File: config.mk
export PLATFORM = sky130hd
export DESIGN_NAME = wb_regfile
export DESIGN_NICKNAME = d
export VERILOG_FILES = /design/src/rtl/wb_pkg.sv /design/src/rtl/wb_mux.sv /design/src/rtl/wb_regfile.sv
export SDC_FILE = /design/constraint.sdc
export NUM_CORES = 1
export LEC_CHECK = 0
export ABC_CLOCK_PERIOD_IN_PS = 5500
export CORE_MARGIN = 2
export CORE_UTILIZATION = 58
export DETAILED_ROUTE_END_ITERATION = 10
export GPL_ROUTABILITY_DRIVEN = 0
export PLACE_DENSITY = 0.95
export SYNTH_ARGS = -nofsm -noshare
export SYNTH_HDL_FRONTEND = slang
export SYNTH_SLANG_ARGS = --single-unit
File: constraint.sdc
create_clock -name clk -period 5.5 [get_ports clk]
set_clock_uncertainty 0.15 [all_clocks]
set_input_delay 0.825 -clock clk [delete_from_list [all_inputs] [get_ports clk]]
set_output_delay 0.825 -clock clk [all_outputs]
set_load 0.005 [all_outputs]
File: src/rtl/wb_pkg.sv
// Shared constants and types for the writeback stage register file.
// Optional feature macro: WB_BYPASS_EN (same-cycle write-through on reads).
package wb_pkg;

    localparam int DATA_W   = 16;
    localparam int ADDR_W   = 3;
    localparam int NUM_REGS = 2 ** ADDR_W;
    localparam int REG_ZERO = 0;
    localparam int CNT_W    = 16;

    typedef enum logic {
        WB_SEL_ALU = 1'b0,
        WB_SEL_MEM = 1'b1
    } wb_sel_e;

endpackage

File: src/rtl/wb_mux.sv
// Writeback source select: load data or ALU result.
// Part of wb_regfile (optional macro WB_BYPASS_EN handled in the top).
module wb_mux #(
    parameter int DATA_W = 16
) (
    input  logic [DATA_W-1:0] alu_result,
    input  logic [DATA_W-1:0] read_data_mem,
    input  logic              sel,
    output logic [DATA_W-1:0] wb_data
);

    import wb_pkg::*;

    always_comb begin
        wb_data = alu_result;
        if (sel == WB_SEL_MEM) begin
            wb_data = read_data_mem;
        end
    end

endmodule

File: src/rtl/wb_regfile.sv
// Writeback-stage register file with commit counter.
// Define WB_BYPASS_EN to make reads of the register being written return the new value.
module wb_regfile #(
    parameter int DATA_W = 16,
    parameter int ADDR_W = 3
) (
    input  logic              clk,
    input  logic              rst,
    input  logic [DATA_W-1:0] read_data_mem_in,
    input  logic [DATA_W-1:0] alu_result_in,
    input  logic [ADDR_W-1:0] mux_rd_rt_in,
    input  logic              MemToReg_in,
    input  logic              RegWrite_in,
    input  logic [ADDR_W-1:0] rs_addr,
    input  logic [ADDR_W-1:0] rt_addr,
    output logic [DATA_W-1:0] rs_data,
    output logic [DATA_W-1:0] rt_data,
    output logic [DATA_W-1:0] wb_data_out,
    output logic [15:0]       wb_count
);

    import wb_pkg::*;

    localparam int NREGS = 2 ** ADDR_W;
    localparam logic [ADDR_W-1:0] ZERO_ADDR = ADDR_W'(REG_ZERO);

    logic [DATA_W-1:0] regs [NREGS];
    logic [DATA_W-1:0] wb_data;
    logic [DATA_W-1:0] rs_stored;
    logic [DATA_W-1:0] rt_stored;
    logic [CNT_W-1:0]  count_q;
    logic              wr_req;
    logic              wr_commit;

    wb_mux #(
        .DATA_W(DATA_W)
    ) u_wb_mux (
        .alu_result   (alu_result_in),
        .read_data_mem(read_data_mem_in),
        .sel          (MemToReg_in),
        .wb_data      (wb_data)
    );

    assign wr_req    = RegWrite_in && (mux_rd_rt_in != ZERO_ADDR);
    assign wr_commit = wr_req && !rst;

    always_ff @(posedge clk) begin
        if (rst) begin
            for (int i = 0; i < NREGS; i++) begin
                regs[i] <= '0;
            end
        end else if (wr_commit) begin
            regs[mux_rd_rt_in] <= wb_data;
        end
    end

    // Counter wraps naturally; no overflow flag is kept.
    always_ff @(posedge clk) begin
        if (rst) begin
            count_q <= '0;
        end else if (wr_commit) begin
            count_q <= count_q + 1'b1;
        end
    end

    always_comb begin
        rs_stored = regs[rs_addr];
        rt_stored = regs[rt_addr];
        if (rs_addr == ZERO_ADDR) begin
            rs_stored = '0;
        end
        if (rt_addr == ZERO_ADDR) begin
            rt_stored = '0;
        end
    end

`ifdef WB_BYPASS_EN
    always_comb begin
        rs_data = rs_stored;
        rt_data = rt_stored;
        if (wr_req && (rs_addr == mux_rd_rt_in)) begin
            rs_data = wb_data;
        end
        if (wr_req && (rt_addr == mux_rd_rt_in)) begin
            rt_data = wb_data;
        end
    end
`else
    assign rs_data = rs_stored;
    assign rt_data = rt_stored;
`endif

    assign wb_data_out = wb_data;
    assign wb_count    = count_q;

endmodule

==> impl_metrics.yaml <==
run_status:
  outcome: "completed"
die:
  die_h_um: 111
  coreArea_sq_mm: 0.0113
  dieArea_sq_mm: 0.0123
  die_w_um: 111
  fp-row-count: 39
  ios: 109
  initial_core_util_pct: 58.8
drt:
  dr_wl_met2_mm: 9.67
  viasPerCell: 6.94
  drt-initial-drc-count: 1159
  wl_met3_mm: 2.56
  routed_wl_mm: 20.5
  drtAntennaViolNets: 0
  firstDrtPassIters: 8
  drc: 0
  vias: 5646
  drt-met1-wl_mm: 6.88
  drt-wirelength-per-cell_um: 25.2
  highest_layer: "met4"
worst_setup_path:
  setup.worst_path.end_class: "primary output"
  critical_path.top_delay_family: "buffers and inverters"
  cp_cell_sequence: "clkdlybuf4s50_1 -> buf_4 -> mux2_2 -> a22oi_1 -> o21ai_0 -> clkdlybuf4s50_1"
  critPathMostFrequentCell: "clkdlybuf4s50_1"
  worst-path-buf-inv: 3
  max_stage_delay_ns: 0.89
  critPathSlowestCell: "clkdlybuf4s50_1"
  crit_type: "input port to primary output"
  arrival_ns: 3.38
  cp_data_required_time_ns: 4.53
  startpoint_type: "input port"
  cp_max_fo: 10
yosys:
  synth_nets: 603
  netlist.area_leader.share_pct: 50.8
  synth-edff-count: 112
  seq_area_frac_synth_pct: 55.6
  syn_avg_cell_area_sq_um: 11.9
  synth.distinct_cells: 34
  async_flop_share_pct: 0
  yosys-top-cells-area: "edfxtp_1 51%, mux4_2 11%, nor2_1 7.1%, mux2_2 5.3%, dfxtp_1 4.8%"
  postSynthCellCount: 557
  synth_flop_cell: "edfxtp_1"
  ys_ff_latch: 128
  ys_warn_count: 0
  synth_top_area_cell: "edfxtp_1"
  netlist_area_sq_mm: 0.00662
timing:
  rsz0062_at_grt: "no"
  setup_slack_ns: 1.15
  slew_violations: 0
  min_period_over_period_pct: 79.1
  slew_headroom_pct: 6.65
  finalHoldViolations: 0
  fmax_mhz: 230
  setup_viol: 0
  tightest_slew_ns: 1.40
  finalSetupTns_ns: 0
  period_needed_ns: 4.35
power_and_ir_drop:
  power_switching_uw: 616
  powerDensity_mw_per_mm2: 308
  p_seq_share_pct: 44.8
  p_int_uw: 1950
  leakage_uw: 0.00309
  peakVddDrop_mv: 0.217
  clockPowerShare_pct: 40.8
  power_frac_comb_pct: 14.4
  swShare_pct: 24.0
clocking:
  clkLatencyLatePin_ns: 0.42
  clk_path_buf_depth: 2
  h-tree-depth: 4
  cts_buffers: 17
  holdBufCountCts: 0
  cts.sinks: 128
  cts_tree: "built"
  cts_setup_buffers: 0
  clk_pin_slew_ns: 0.05
  cts.repair.resized: 0
  clockRootBuffer: "clkbuf_16"
min_path:
  hp-class: "register to register"
layout:
  fin_util_pct: 74.1
  nets: 704
  layout_commonest_cell: "nor2_1"
  antenna_cells: 0
  areaGrowthSynthToFinish_pct: 26.0
  final_cell_mix: "125 x nor2_1, 112 x edfxtp_1, 107 x clkdlybuf4s50_1"
  drive_above_1_share_pct: 15.2
global_routing:
  grt_pass1_vias: 5816
  grt_usage_pct: 33.8
  antenna_found_initial: 0
  grt_max_degree: 35
  overflow: 0
  grt_pass1_wl_mm: 31.5
place:
  port_buffers: 108
  post-place-ws_ns: 1.24
  dp_hpwl_mm: 12.0
job:
  drv_cap: 0
[routing by layer]
metal | global-route usage (%) | up-vias
met2 | 53.6 | 599
met3 | 8.80 | 169
met4 | 21.1 | 0
met1 | 41.6 | 2636
met5 | 0 | -
li1 | - | 2242
[metrics by stage]
| step | cell area, sq um | instances | hold slack, ns | power, uW |
|---|---|---|---|---|
| floorplan | 6620 | 557 | 0.315 | 1330 |
| global placement | 7810 | 782 | 0.328 | 1490 |
| detailed placement | 7810 | 782 | 0.327 | 1510 |
| CTS | 8350 | 813 | 0.347 | 2540 |
| global route | 8350 | 813 | 0.372 | 2620 |
| finish | 8350 | 813 | 0.343 | 2570 |
[Yosys cell counts (all sizes together), types with 10 or more instances]
master	number
nand2	24
nor2	125
mux4	32
a221oi	15
buf	10
clkbuf	28
a21oi	22
mux2i	18
o21ai	21
mux2	31
dfxtp	16
inv	34
a22oi	16
edfxtp	112
[path summary, 6_finish.rpt]
path | start | to | slack, ns | depth (start not counted)
max | rs_addr[1] | rs_data[0] | 1.15 | 6
min | wb_count[14] | wb_count[14] | 0.34 | 1
max reg2reg | wb_count[0] | wb_count[14] | 3.37 | 5
min reg2reg | wb_count[14] | wb_count[14] | 0.34 | 1
[final cells by class]
| class | count | area [sq um] |
|---|---|---|
| Clock buffer | 21 | 440 |
| Clock inverter | 10 | 95.1 |
| Inverter | 34 | 128 |
| Fill cell | 573 | 2920 |
| Sequential cell | 128 | 3680 |
| Multi-Input combinational cell | 357 | 2660 |
| Tap cell | 143 | 179 |
| Timing Repair Buffer | 120 | 1170 |
[cell families (layout without fill, tap and decap cells)]
logic type,Yosys count,count (layout),synth area share [%]
AO/OA/AOI/OAI,77,77,7.40
adder cells (fa/ha/maj),1,1,0.189
XOR/XNOR,9,9,1.19
flip-flops,128,128,55.6
AND/OR/NAND/NOR,189,189,12.4
buffers and inverters,72,185,4.29
multiplexers,81,81,18.9
[state kept, by name, summed over array words and instances, names as in the netlist]
register and flops:
regs 112, wb_count 16
[worst register-to-register path: stages (launching register included)]
cell	delay (ns)
dfxtp_1	0.46
ha_1	0.20
nand3b_1	0.20
nor4_1	0.66
nand3_1	0.20
mux2i_1	0.15
[power groups by stage]
stage | registers [uW] | logic, uW | clock network, uW
finish | 1150 | 369 | 1050
global route | 1150 | 386 | 1080
CTS | 1150 | 361 | 1040
detailed placement | 1160 | 351 | 0
global placement | 1150 | 340 | 0
floorplan | 1150 | 187 | 0
(Power assumes the default switching activity.)
